**src/rtl/alu_norte_branch_adder.sv**
```systemverilog
// Branch-target adder for the MIPS datapath: registers pc + offset
// together with unsigned carry and signed overflow for the PC-source mux.
module alu_norte_branch_adder #(
    parameter int unsigned WIDTH        = 32,
    parameter int unsigned OFFSET_SHIFT = 0
) (
    input  logic             clk,
    input  logic             rst_n,
    input  logic             in_valid,
    input  logic [WIDTH-1:0] sinal_shift,
    input  logic [WIDTH-1:0] pc,
    output logic [WIDTH-1:0] saida_mux,
    output logic             out_valid,
    output logic             carry_out,
    output logic             overflow
);

    logic [WIDTH-1:0] off;
    logic [WIDTH:0]   sum;
    logic             ovf_raw;

    logic [WIDTH-1:0] saida_mux_d, saida_mux_q;
    logic             out_valid_d, out_valid_q;
    logic             carry_out_d, carry_out_q;
    logic             overflow_d,  overflow_q;

    // Offset alignment, widened add and signed-overflow detection.
    always_comb begin
        off     = sinal_shift << OFFSET_SHIFT;
        sum     = {1'b0, pc} + {1'b0, off};
        ovf_raw = (pc[WIDTH-1] == off[WIDTH-1]) && (sum[WIDTH-1] != pc[WIDTH-1]);
    end

    // Next-state: capture on in_valid, otherwise hold; operands are only
    // selected when in_valid is high so idle-cycle garbage never reaches state.
    always_comb begin
        saida_mux_d = saida_mux_q;
        carry_out_d = carry_out_q;
        overflow_d  = overflow_q;
        out_valid_d = 1'b0;
        if (in_valid) begin
            saida_mux_d = sum[WIDTH-1:0];
            carry_out_d = sum[WIDTH];
            overflow_d  = ovf_raw;
            out_valid_d = 1'b1;
        end
    end

    // Result registers with asynchronous active-low clear.
    always_ff @(posedge clk or negedge rst_n) begin
        if (!rst_n) begin
            saida_mux_q <= '0;
            out_valid_q <= 1'b0;
            carry_out_q <= 1'b0;
            overflow_q  <= 1'b0;
        end else begin
            saida_mux_q <= saida_mux_d;
            out_valid_q <= out_valid_d;
            carry_out_q <= carry_out_d;
            overflow_q  <= overflow_d;
        end
    end

    assign saida_mux = saida_mux_q;
    assign out_valid = out_valid_q;
    assign carry_out = carry_out_q;
    assign overflow  = overflow_q;

endmodule

```
**config.mk**
```make
export PLATFORM = sky130hd
export DESIGN_NAME = alu_norte_branch_adder
export DESIGN_NICKNAME = d
export VERILOG_FILES = /design/src/rtl/alu_norte_branch_adder.sv
export SDC_FILE = /design/constraint.sdc
export NUM_CORES = 1
export LEC_CHECK = 0
export CAP_MARGIN = 5
export CORE_MARGIN = 2
export CORE_UTILIZATION = 43
export DETAILED_ROUTE_END_ITERATION = 8
export GPL_ROUTABILITY_DRIVEN = 0
export PLACE_DENSITY = 0.84
export SLEW_MARGIN = 5
export SYNTH_ARGS = -nofsm -noshare
export SYNTH_HDL_FRONTEND = slang
export SYNTH_SLANG_ARGS = --single-unit
```
**constraint.sdc**
```tcl
create_clock -name clk -period 0.9 [get_ports clk]
set_input_delay 0.18 -clock clk [delete_from_list [all_inputs] [get_ports clk]]
set_output_delay 0.18 -clock clk [all_outputs]
set_load 0.01 [all_outputs]
```
==> results of run 1 <==
-- state kept, by name (all words and copies together), names as in the netlist --
| signal | cells |
|---|---|
| out_valid | 1 |
| overflow | 1 |
| saida_mux | 32 |
| carry_out | 1 |
-- layer usage --
metal  GRT usage (%)  vias to the layer above  routed length [um]  part of all wire, %
met2            60.9                      483                8530                   46
li1                -                     1812                   -                    -
met3            7.94                      183                2320                   12
met4            20.4                        0                1690                  9.0
met1            37.3                     2153                6160                   33
met5               0                        -                   0                    0
-- layout by cell type, fill, tap and decap left out, types with 12 or more instances in the layout --
| master | instances |
|---|---|
| sky130_fd_sc_hd__clkdlybuf4s50_1 | 16 |
| sky130_fd_sc_hd__a21oi_1 | 18 |
| sky130_fd_sc_hd__buf_2 | 28 |
| sky130_fd_sc_hd__dfrtp_1 | 35 |
| sky130_fd_sc_hd__clkbuf_2 | 20 |
| sky130_fd_sc_hd__mux2_4 | 12 |
| sky130_fd_sc_hd__dlygate4sd2_1 | 12 |
| sky130_fd_sc_hd__ha_4 | 28 |
| sky130_fd_sc_hd__buf_6 | 35 |
| sky130_fd_sc_hd__buf_4 | 144 |
| sky130_fd_sc_hd__nand2_1 | 27 |
| sky130_fd_sc_hd__nand4_1 | 12 |
| sky130_fd_sc_hd__mux2_2 | 12 |
| sky130_fd_sc_hd__a21o_1 | 13 |
-- worst min path at each step --
stage	startpoint	endpoint	cells past startpoint
after global routing	sinal_shift[0]	saida_mux[0]	3
after global placement	rst_n	saida_mux[19]	2
final	sinal_shift[0]	saida_mux[0]	3
after detailed placement	rst_n	saida_mux[18]	2
after CTS	sinal_shift[0]	saida_mux[0]	3
after floorplan	rst_n	carry_out	0
-- cell type report --
| cell class | count | area, sq um |
|---|---|---|
| sequential | 35 | 876 |
| tap | 99 | 124 |
| multi-input combinational | 283 | 3010 |
| clock inverter | 3 | 43.8 |
| inverter | 13 | 48.8 |
| fill | 323 | 791 |
| clock buffer | 5 | 68.8 |
| timing repair buffer | 270 | 2180 |
-- cells by family after synthesis --
family / count (synthesis) / share of synthesized area, %
AO/OA/AOI/OAI: 116 / 25.9
XOR/XNOR: 24 / 6.76
adder cells (fa/ha/maj): 33 / 13.5
buffers and inverters: 26 / 3.38
flip-flops: 35 / 28.1
multiplexers: 25 / 9.13
AND/OR/NAND/NOR: 85 / 13.2
-- timing repair --
| item | 4_1_cts | 5_1_grt |
|---|---|---|
| pin swaps | 44 | 63 |
| hold buffers | 1 | 0 |
| setup buffers | 32 | 27 |
| endpoints found under the setup margin | 69 | 68 |
| endpoints found under the hold margin | 35 | 0 |
| gates resized for setup | 270 | 112 |
-- stage by stage --
stage / cell area (sq um) / setup slack (ns) / cells / hold slack (ns)
final: 6350 / -1.72 / 708 / 0.221
after global routing: 6350 / -1.76 / 708 / 0.210
after floorplan: 3390 / -1.36 / 344 / -0.116
after CTS: 5910 / -1.41 / 682 / 0.218
after global placement: 5280 / -1.96 / 642 / 0.160
after detailed placement: 5280 / -2.02 / 642 / 0.170
-- power by group through the flow --
| stage | logic (uW) | registers, uW | clock network (uW) |
|---|---|---|---|
| after floorplan | 1640 | 2320 | 0 |
| after detailed placement | 3900 | 2180 | 0 |
| after global placement | 3770 | 2170 | 0 |
| final | 5340 | 2220 | 1560 |
| after global routing | 5500 | 2240 | 1620 |
| after CTS | 4250 | 2150 | 1510 |
-- worst max-delay path, delay by kind of cell --
kind | cells | cell delay (ns)
adders and majority gates | 2 | 0.54
buffers and inverters | 1 | 0.10
AOI/OAI and AO/OA | 5 | 1.35
muxes | 1 | 0.24
xor gates and xnor gates | 1 | 0.45
==> results by stage, run 1 <==
Floorplanning:
- The core outline area is 7140 sq um.
- The number of standard-cell rows in the floorplan is 31.
- The initial utilization of the core area, before any placement, comes to 43.6%.
- The die covers 7930 sq um.
- In this run the horizontal extent of the chip is 89.1 um.
- In this run the vertical extent of the chip is 89.1 um.
- The number of top-level pins is 102.

Run:
- The number of max-capacitance violations reported is 0.

Hold path:
- The class of the worst hold path is in -> reg.

Synth:
- The number of distinct library cells after synthesis is 50.
- The area share of the leading cell type in the synthesized netlist is 28.1%.
- By area the synthesized netlist is led by sky130_fd_sc_hd__dfrtp_1, sky130_fd_sc_hd__ha_1, sky130_fd_sc_hd__mux2_2.
- sky130_fd_sc_hd__dfrtp_1 takes more of the synthesized area than any other cell.
- The area of the mapped netlist is 3110 sq um.
- The share of the yosys chip area belonging to registers is 28.1%.
- For this run, the leading register cell type out of synthesis is sky130_fd_sc_hd__dfrtp_1.
- The post-synthesis net count is 444.
- In the synthesized netlist the async set-or-reset flop fraction comes to 100%.
- The number of warning messages in the yosys log is 0.
- sky130_fd_sc_hd__dfrtp_1 is the most common cell in the netlist.
- After synthesis the netlist holds a flip-flop and latch count of 35.
- A synthesized cell averages 9.05 sq um.
- The number of synthesized flops with an enable pin is 0.
- Counting instances in the post-synthesis netlist gives the leading cell types as sky130_fd_sc_hd__dfrtp_1, sky130_fd_sc_hd__ha_1, sky130_fd_sc_hd__a21oi_1.
- Synthesis handed over a netlist of 344 instances.

Global routing:
- The number of antenna violations at the first check in global routing is 0.
- The overall track demand over capacity in global routing is 34.4%.
- Global routing finished with a remaining overflow of 0.
- The global-route wire length before repair is 20900 um.
- The via count of the first global-routing pass is 4406.
- The pin count of the biggest net entering global routing is 36.

Power:
- The final total power is 9120 uW.
- The total power per unit cell area is 1440 nW/um^2.
- Of the total power, combinational logic draws 58.6%.
- The static leakage is 0.00296 uW.
- The peak supply drop is 1.23 mV.
- The analysis attributes to net switching a power of 3560 uW.
- The fraction of power spent switching nets is 39.0%.
- Internal power comes to 5560 uW.
- The clock share of power is 17.1%.
- Per report_power, the sequential group accounts for 24.3% of the total.

Final layout:
- Once layout is complete, the utilization of the core stands at 88.9%.
- The layout-stage area growth over the synthesis result is 104%.
- The net count of the finished layout is 708.
- The layout cell share with drive strength beyond 1 is 59.1%.
- The number of antenna diodes in the final layout is 0.

STA:
- The number of pins exceeding their max-slew limit in the final report is 0.
- For this run, the top clock speed supported by timing is 0.381 GHz.
- The least setup slack across all paths after layout is -1.72 ns.
- The final count of hold timing violations is 0.
- The largest clock skew in the final design is 0 ns.
- Summed over all failing endpoints, the final setup total negative slack is -41.01 ns.
- Dividing the final minimum period by the clock period gives 291%.
- Headroom to the max-slew limit came out at 56.5%.
- Setup repair after global routing could not meet its margin everywhere.
- Counting I/O delays and the setup requirement, the final critical path takes 2.62 ns.
- For the pin with the worst max-slew slack, the measured transition is 0.652 ns.
- Setup violations remaining at the end of the flow were counted as 68.

Outcome:
- The final reports fail on setup timing.
- The run finished, with violations left.

Route:
- The detail route stage leaves a number of antenna-violating nets equal to 0.
- The routed length per instance is 26.4 um.
- In the routed layout, each cell is associated on average with a via count of 6.54.
- The first-pass detailed-route iteration total is 6.
- In the routed design, unresolved DRC markers number 0.
- The final layout contains routed wiring with a total length of 18700 um.
- The first routing iteration left 491 violations.
- The via count is 4631.

Worst setup path:
- The signal on the critical path passes through buf_6, ha_4, fa_2, a21oi_4, o211ai_1, a221o_2, a211oi_4, o31ai_4, xor2_1, mux2_4.
- The startpoint of the worst-slack reg-to-reg timing path is saida_mux[17].
- At the worst endpoint, the arrival time is 2.86 ns.
- The capture point of the critical path is saida_mux[28].
- The element type at the critical path start is an input port.
- The destination of the worst register-to-register timing path is saida_mux[17].
- The nature of the critical path endpoint is a flop.
- In this run the worst setup path begins at pc[0].
- In this design, the stage delay of the slowest critical-path cell is 0.47 ns.
- The library cell contributing the largest single delay on the critical path is sky130_fd_sc_hd__a221o_2.
- The critical path is of the in -> reg type.
- For the worst setup path, the data required time is 1.14 ns.
- The critical-path maximum fanout is 3.
- For the worst flop-to-flop path, the logic depth is 3.
- Across all register-to-register paths, the minimum setup slack is -0.28 ns.

Clock network:
- The number of clock sinks seen by CTS is 35.
- The clock insertion delay at the later pin of the skew report is 0.29 ns.
- Counting the buffers created by CTS gives 5.
- The clock passes through at most 2 buffers.
- After clock tree synthesis, the clock-pin slew on the worst setup and hold paths is 0.08 ns.
- In this run the clock root is driven by a sky130_fd_sc_hd__clkbuf_8.
- The H-tree was split into 2 levels.
- The TritonCTS clock tree is done.

Placed design:
- The number of I/O port buffers is 101.
- The half-perimeter wire length after placement is 8340 um.
Note: power is estimated with default switching activity, not from simulation.
==> inputs of run 2 (changes only) <==
--- a/config.mk
+++ b/config.mk
@@ -7,10 +7,10 @@
 export LEC_CHECK = 0
 export CAP_MARGIN = 5
 export CORE_MARGIN = 2
-export CORE_UTILIZATION = 43
+export CORE_UTILIZATION = 30
 export DETAILED_ROUTE_END_ITERATION = 8
 export GPL_ROUTABILITY_DRIVEN = 0
-export PLACE_DENSITY = 0.84
+export PLACE_DENSITY = 0.63
 export SLEW_MARGIN = 5
 export SYNTH_ARGS = -nofsm -noshare
 export SYNTH_HDL_FRONTEND = slang
==> results by stage, run 2 (synthesized netlist as in run 1, its figures left out) <==
STA:
- Subtracting the final worst setup slack from the clock period gives 2.22 ns.
- The final hold slack is 0.223 ns.
- The final count of hold timing violations is 0.
- Setup violations remaining at the end of the flow were counted as 68.
- The largest clock skew in the final design is 0 ns.
- The number of pins exceeding their max-slew limit in the final report is 0.
- The achievable frequency is 0.451 GHz.
- Once routing completed, OpenROAD measured the worst setup slack at -1.32 ns.
- After layout, the worst path uses 246% of the clock period.
- The worst-case headroom to the max-slew limit is 69.4%.
- For the pin with the worst max-slew slack, the measured transition is 0.455 ns.
- Setup repair after global routing could not meet its margin everywhere.

Clock network:
- The clock insertion delay at the later pin of the skew report is 0.28 ns.
- Clock-pin slew was measured on the worst setup and hold paths at 0.09 ns.
- The tree is rooted in a sky130_fd_sc_hd__clkbuf_8.
- TritonCTS built the clock tree.
- The number of clock sinks seen by CTS is 35.
- The total number of H-tree levels is 2.
- Counting the buffers created by CTS gives 5.
- No sink is reached through more buffers than the 2 on the longest clock path.

Route:
- The routed length per instance is 16.2 um.
- The via count is 3666.
- The count of nets left with antenna violations once routing finished came out at 0.
- In the routed design, unresolved DRC markers number 0.
- The final wirelength is 11700 um.
- For this run, the detailed router's first-pass iteration total came to 4.
- The detailed router's first-iteration violation count is 122.
- The routed via count divided by cell count is 5.06.

Final layout:
- Of the cells placed in the final design, the portion with a size suffix greater than 1 is 56.5%.
- The sequential cells in the finished layout cover a total of 876 sq um.
- The area of the multi-input gates is 2950 sq um.
- The flip-flop count of the largest register, all copies and words added is 32.
- For this run, the post-layout net count is 687.
- In the layout the commonest cells are sky130_fd_sc_hd__buf_4, sky130_fd_sc_hd__buf_6, sky130_fd_sc_hd__dfrtp_1.
- Leaving out fill and tap cells, the most frequent cell in the layout is sky130_fd_sc_hd__buf_4.
- The area growth from synthesis to layout is 99.4%.
- The total of fill cells in the finished design is 852.
- The finished layout holds 724 standard cells, fillers aside.
- The number of antenna diodes in the final layout is 0.

Placed design:
- Port buffering added 101 buffers.
- The cell count after placement is 676.
- Summed over all nets, the half-perimeter wirelength after detailed placement is 8180 um.

Global routing:
- The most used routing layer is met2.
- The first global-routing pass estimated 17500 um of wire.
- The pin count of the biggest net entering global routing is 30.
- The total overflow left after global routing is 0.
- The overall track demand over capacity in global routing is 19.3%.
- The via count of the first global-routing pass is 3753.
- The met2 track demand over resource in global routing is 34.4%.
- The met1 usage is 22.9%.
- The number of antenna violations at the first check in global routing came to 0.
- The global routing usage on met3 is 4.70%.

Worst setup path:
- For flop-to-flop paths, the worst setup slack is -0.05 ns.
- The worst setup path is captured at a flop.
- At the worst endpoint, the arrival time is 2.41 ns.
- The endpoint required time on the critical path is 1.09 ns.
- Along the worst path, the maximum fanout reaches 3.
- The category of the most critical setup path is in -> reg.
- The element type at the critical path start is an input port.

Power:
- The peak supply drop is 0.676 mV.
- Power spread over the standard cell area amounts to 1330 nW/um^2.
- Summed over all cells, the static leakage comes to 0.00287 uW.
- The final total power is 8250 uW.

Floorplanning:
- Pin placement for this block handled 102 I/O pins.
- For this configuration, the core starts out at a cell density of 30.6%.
- The number of standard-cell rows in the floorplan is 37.
- The die footprint is 11200 sq um.
- The chip width is 106 um.
- The core outline area is 10200 sq um.
- The overall die height is 106 um.

Outcome:
- The final reports fail on setup timing.
- The flow ran to the end, but the final reports show violations.

Hold path:
- The class of the worst hold path is in -> reg.

Run:
- Across the run, the number of max-cap violations was 0.
-- run 2: changes by cell type in the layout (fill, tap and decap cells not counted), sizes merged --
cell           previous run  this run
inv                      13        14
clkbuf                   25        21
clkdlybuf4s15             3         4
buf                     210       192
clkinvlp                  0         1
clkinv                    2         0
dlymetal6s2s              8        12
clkdlybuf4s50            16        12
-- run 2: metrics by stage --
stage	setup WS (ns)	area (sq um)	utilization [%]	TNS (ns)
6_report	-1.32	6210	60.9	-34.65
3_3_place_gp	-1.98	5290	51.9	-57.01
3_5_place_dp	-2.05	5290	51.9	-58.43
2_1_floorplan	-1.36	3390	-	-28.11
5_1_grt	-1.38	6210	60.9	-37.20
4_1_cts	-1.43	5740	56.4	-36.80
-- run 2: cell type report --
cell class	instances	area share, %
Inverter	13	0.827
Multi-Input combinational cell	283	47.6
Sequential cell	35	14.1
Tap cell	136	2.74
Timing Repair Buffer	249	32.9
Clock buffer	5	1.11
Clock inverter	3	0.746
-- run 2: timing repair --
item	in CTS	in global routing
endpoints found under the setup margin	69	68
gates resized for setup	267	117
setup buffers	20	22
pin swaps	40	75
endpoints found under the hold margin	22	0
hold buffers	1	0
-- run 2: worst paths after layout --
kind	from	end	cells past startpoint
min reg2reg	overflow	overflow	2
max in group asynchronous	rst_n	carry_out	3
min	sinal_shift[0]	saida_mux[0]	3
min in group asynchronous	rst_n	saida_mux[6]	2
max reg2reg	saida_mux[17]	saida_mux[17]	2
max	pc[0]	saida_mux[24]	10
-- run 2: where the power goes --
group | switching [uW] | internal (uW) | leakage (uW) | total [uW]
sequential | 240 | 1940 | 0.000413 | 2180
clock | 706 | 836 | 0.0000548 | 1540
combinational | 1950 | 2570 | 0.00240 | 4530
-- run 2: layer usage --
metal	part of all wire [%]	wire length, um
met5	0	0
met4	1.5	173
met3	5.6	662
met2	52	6090
met1	41	4800
-- run 2: critical path, cell delays in order --
cell and delay [ns]:
sky130_fd_sc_hd__buf_6 0.10, sky130_fd_sc_hd__ha_4 0.15, sky130_fd_sc_hd__fa_2 0.39, sky130_fd_sc_hd__a21oi_4 0.15, sky130_fd_sc_hd__o211ai_1 0.12, sky130_fd_sc_hd__a221o_2 0.43
sky130_fd_sc_hd__a211oi_4 0.34, sky130_fd_sc_hd__o21ai_1 0.11, sky130_fd_sc_hd__xor2_1 0.17, sky130_fd_sc_hd__mux2_4 0.26
==> inputs of run 3 (changes only) <==
--- a/config.mk
+++ b/config.mk
@@ -9,8 +9,9 @@
 export CORE_MARGIN = 2
 export CORE_UTILIZATION = 30
 export DETAILED_ROUTE_END_ITERATION = 8
-export GPL_ROUTABILITY_DRIVEN = 0
+export GPL_TIMING_DRIVEN = 0
 export PLACE_DENSITY = 0.63
+export REMOVE_ABC_BUFFERS = 1
 export SLEW_MARGIN = 5
 export SYNTH_ARGS = -nofsm -noshare
 export SYNTH_HDL_FRONTEND = slang
==> results by stage, run 3 (synthesized netlist as in run 1, its figures left out) <==
STA:
- The transition time at the pin with the least slew margin is 0.702 ns.
- The final count of hold timing violations was 0.
- On the final layout, the worst hold slack is 0.251 ns.
- Counting I/O delays and the setup requirement, the final critical path takes 2.28 ns.
- The worst-case headroom to the max-slew limit is 53.1%.
- Setup repair after global routing could not meet its margin everywhere.
- Static timing analysis puts the maximum clock frequency at 0.439 GHz.
- The number of pins exceeding their max-slew limit in the final report is 0.
- Setup violations remaining at the end of the flow were counted as 68.
- Once routing completed, OpenROAD measured the worst setup slack at -1.38 ns.
- The final cycle utilization of the critical path is 253%.
- On the final layout, the worst clock skew is 0 ns.
- In the final timing run, aggregate negative setup slack is -36.04 ns.

Route:
- Using the TritonRoute via totals, the vias-per-cell ratio works out to 5.30.
- The detailed router's first-iteration violation count is 125.
- The detail route stage leaves a number of antenna-violating nets equal to 0.
- The final wirelength is 11800 um.
- For this run, the detailed router's first-pass iteration total came to 4.
- Across all layers, the routed design uses 3554 vias.
- The remaining design rule violation count is 0.
- After detailed routing, the average wire length per cell comes to 17.6 um.

Worst setup path:
- The critical-path maximum fanout is 4.
- The critical path startpoint is sinal_shift[0].
- The startpoint of the worst-slack reg-to-reg timing path is saida_mux[10].
- The endpoint required time on the critical path is 1.08 ns.
- The destination of the worst register-to-register timing path is saida_mux[10].
- The data arrival time at the worst-slack endpoint is 2.46 ns.
- STA classifies the critical path startpoint as an input port.
- STA classifies the critical path endpoint as a flop.
- Setup slack on the worst reg-to-reg path comes out at -0.08 ns.
- The number of cells on the worst reg-to-reg path is 3.
- The worst setup path is of the in -> reg kind.

Power:
- The clock share of power is 18.9%.
- The net switching power is 2810 uW.
- Power spread over the standard cell area amounts to 1360 nW/um^2.
- The cell internal power dissipation is 5310 uW.
- Sequential cells account for 26.4% of the total power.
- IR analysis of the VDD net gives a maximum drop of 0.760 mV.
- The fraction of power spent switching nets is 34.6%.
- The fraction of power consumed by combinational cells is 54.7%.
- The static leakage is 0.00266 uW.
- The final total power is 8130 uW.

Global routing:
- The met1 usage is 22.8%.
- The number of antenna violations at the first check in global routing was 0.
- The first global-routing pass estimated 17300 um of wire.
- The global routing usage on met3 is 3.15%.
- Global routing used 18.9% of the available tracks.
- Global routing finished with a remaining overflow of 0.
- The most used routing layer is met2.
- The met2 track demand over resource in global routing is 35.5%.
- The via count of the first global-routing pass was 3591.
- Entering global routing, the biggest net connects 38 pins.

Placed design:
- The half-perimeter wire length after placement is 7000 um.
- The weighted congestion at the end of routability-driven global placement is 0.863.
- The number of I/O port buffers is 101.
- The worst slack at placement is -2.25 ns.

Final layout:
- The fraction of the core area covered by cells at the end of the flow is 58.6%.
- The layout-stage area growth over the synthesis result is 91.8%.
- The library cell used most frequently in the layout, excluding fill and tap cells, is sky130_fd_sc_hd__buf_6.
- The flip-flop count of the largest register, all copies and words added is 32.
- The layout cell share with drive strength beyond 1 is 54.0%.
- The top cell types in the final layout, fill and taps aside, are sky130_fd_sc_hd__buf_6, sky130_fd_sc_hd__buf_4, sky130_fd_sc_hd__dfrtp_1.
- The total of fill cells in the finished design is 820.
- The number of antenna diodes in the final layout is 0.
- For this run, the post-layout net count is 634.

Floorplanning:
- The overall die height is 106 um.
- The chip width is 106 um.
- During I/O placement, the number of pins put on the boundary was 102.
- The floorplan step defined a core boundary enclosing 10200 sq um.
- The initial standard-cell utilization of the core is 30.6%.
- The number of standard-cell rows in the floorplan is 37.
- The die footprint is 11200 sq um.

Clock network:
- Clock-pin slew was measured on the worst setup and hold paths at 0.08 ns.
- The total number of H-tree levels is 2.
- Counting every sink on the clock net gives 35.
- The TritonCTS buffer count is 5.
- The TritonCTS clock tree is done.
- The root buffer selected by CTS is sky130_fd_sc_hd__clkbuf_8.
- The buffer depth of the longest clock path is 2.
- The clock insertion delay at the later pin of the skew report is 0.28 ns.

Outcome:
- The final reports fail on setup timing.
- The flow ran to the end, but the final reports show violations.

Run:
- The number of max-capacitance violations reported is 0.

Hold path:
- The class of the worst hold path is in -> reg.
- In this run the most critical hold path is launched from pc[0].
- Counting instances, the worst hold path has a depth of 3.
- The worst hold path endpoint is saida_mux[0].
-- run 3: cell types whose count changed in the layout (fill, tap and decap cells not counted), moves of 3 or more --
cell and change:
sky130_fd_sc_hd__clkdlybuf4s15_1 +4, sky130_fd_sc_hd__clkbuf_2 -4, sky130_fd_sc_hd__nand2_1 -4, sky130_fd_sc_hd__ha_4 +5
sky130_fd_sc_hd__buf_4 -69, sky130_fd_sc_hd__buf_6 +21, sky130_fd_sc_hd__a21oi_1 -3, sky130_fd_sc_hd__clkdlybuf4s50_1 -6
sky130_fd_sc_hd__ha_1 -5, sky130_fd_sc_hd__dlygate4sd2_1 +3, sky130_fd_sc_hd__nand2_2 +3
-- run 3: cell type report --
cell class	count	area (sq um)	share of cell area (%)
multi-input combinational	283	3020	50.6
clock inverter	2	35.0	0.587
timing repair buffer	196	1740	29.1
tap	136	170	2.85
inverter	13	48.8	0.818
clock buffer	6	82.6	1.38
sequential	35	876	14.7
-- run 3: stage by stage --
stage,cells,instance area (sq um)
after detailed placement,569,4250
after CTS,637,5430
after global routing,671,5970
final,671,5970
after global placement,568,4240
after floorplan,331,3060
-- run 3: critical path: stages --
cell and delay [ns]:
sky130_fd_sc_hd__buf_6 0.10, sky130_fd_sc_hd__ha_4 0.15, sky130_fd_sc_hd__fa_2 0.37, sky130_fd_sc_hd__a21oi_4 0.18, sky130_fd_sc_hd__o211ai_1 0.12, sky130_fd_sc_hd__a221o_2 0.44, sky130_fd_sc_hd__buf_6 0.15, sky130_fd_sc_hd__o2bb2ai_4 0.17
sky130_fd_sc_hd__a31oi_4 0.23, sky130_fd_sc_hd__xnor2_2 0.10, sky130_fd_sc_hd__mux2_2 0.26
-- run 3: per-layer routing --
metal  vias to the layer above  routed length (um)
li1                       1666                   -
met1                      1771                4890
met2                       105                6330
met3                        12                 499
met4                         0                  93
met5                         -                   0
-- run 3: power groups by stage --
| stage | clock, uW | sequential (uW) | combinational [uW] |
|---|---|---|---|
| 2_1_floorplan | 0 | 2320 | 1420 |
| 6_report | 1540 | 2140 | 4440 |
| 3_3_place_gp | 0 | 2160 | 3030 |
| 4_1_cts | 1560 | 2130 | 3790 |
| 3_5_place_dp | 0 | 2160 | 3070 |
| 5_1_grt | 1640 | 2190 | 4740 |
-- run 3: repair_timing --
action | CTS | global route
hold buffers | 1 | 0
buffers inserted | 59 | 43
resized for setup | 383 | 112
endpoints found under the hold margin | 11 | 0
pin swaps | 50 | 50
setup endpoints to repair | 69 | 68
-- run 3: worst max path at each step --
stage	endpoint	slack [ns]
after floorplan	saida_mux[28]	-1.53
after global placement	saida_mux[10]	-2.41
after detailed placement	saida_mux[28]	-2.25
after CTS	saida_mux[28]	-1.35
after global routing	saida_mux[30]	-1.40
final	saida_mux[30]	-1.38
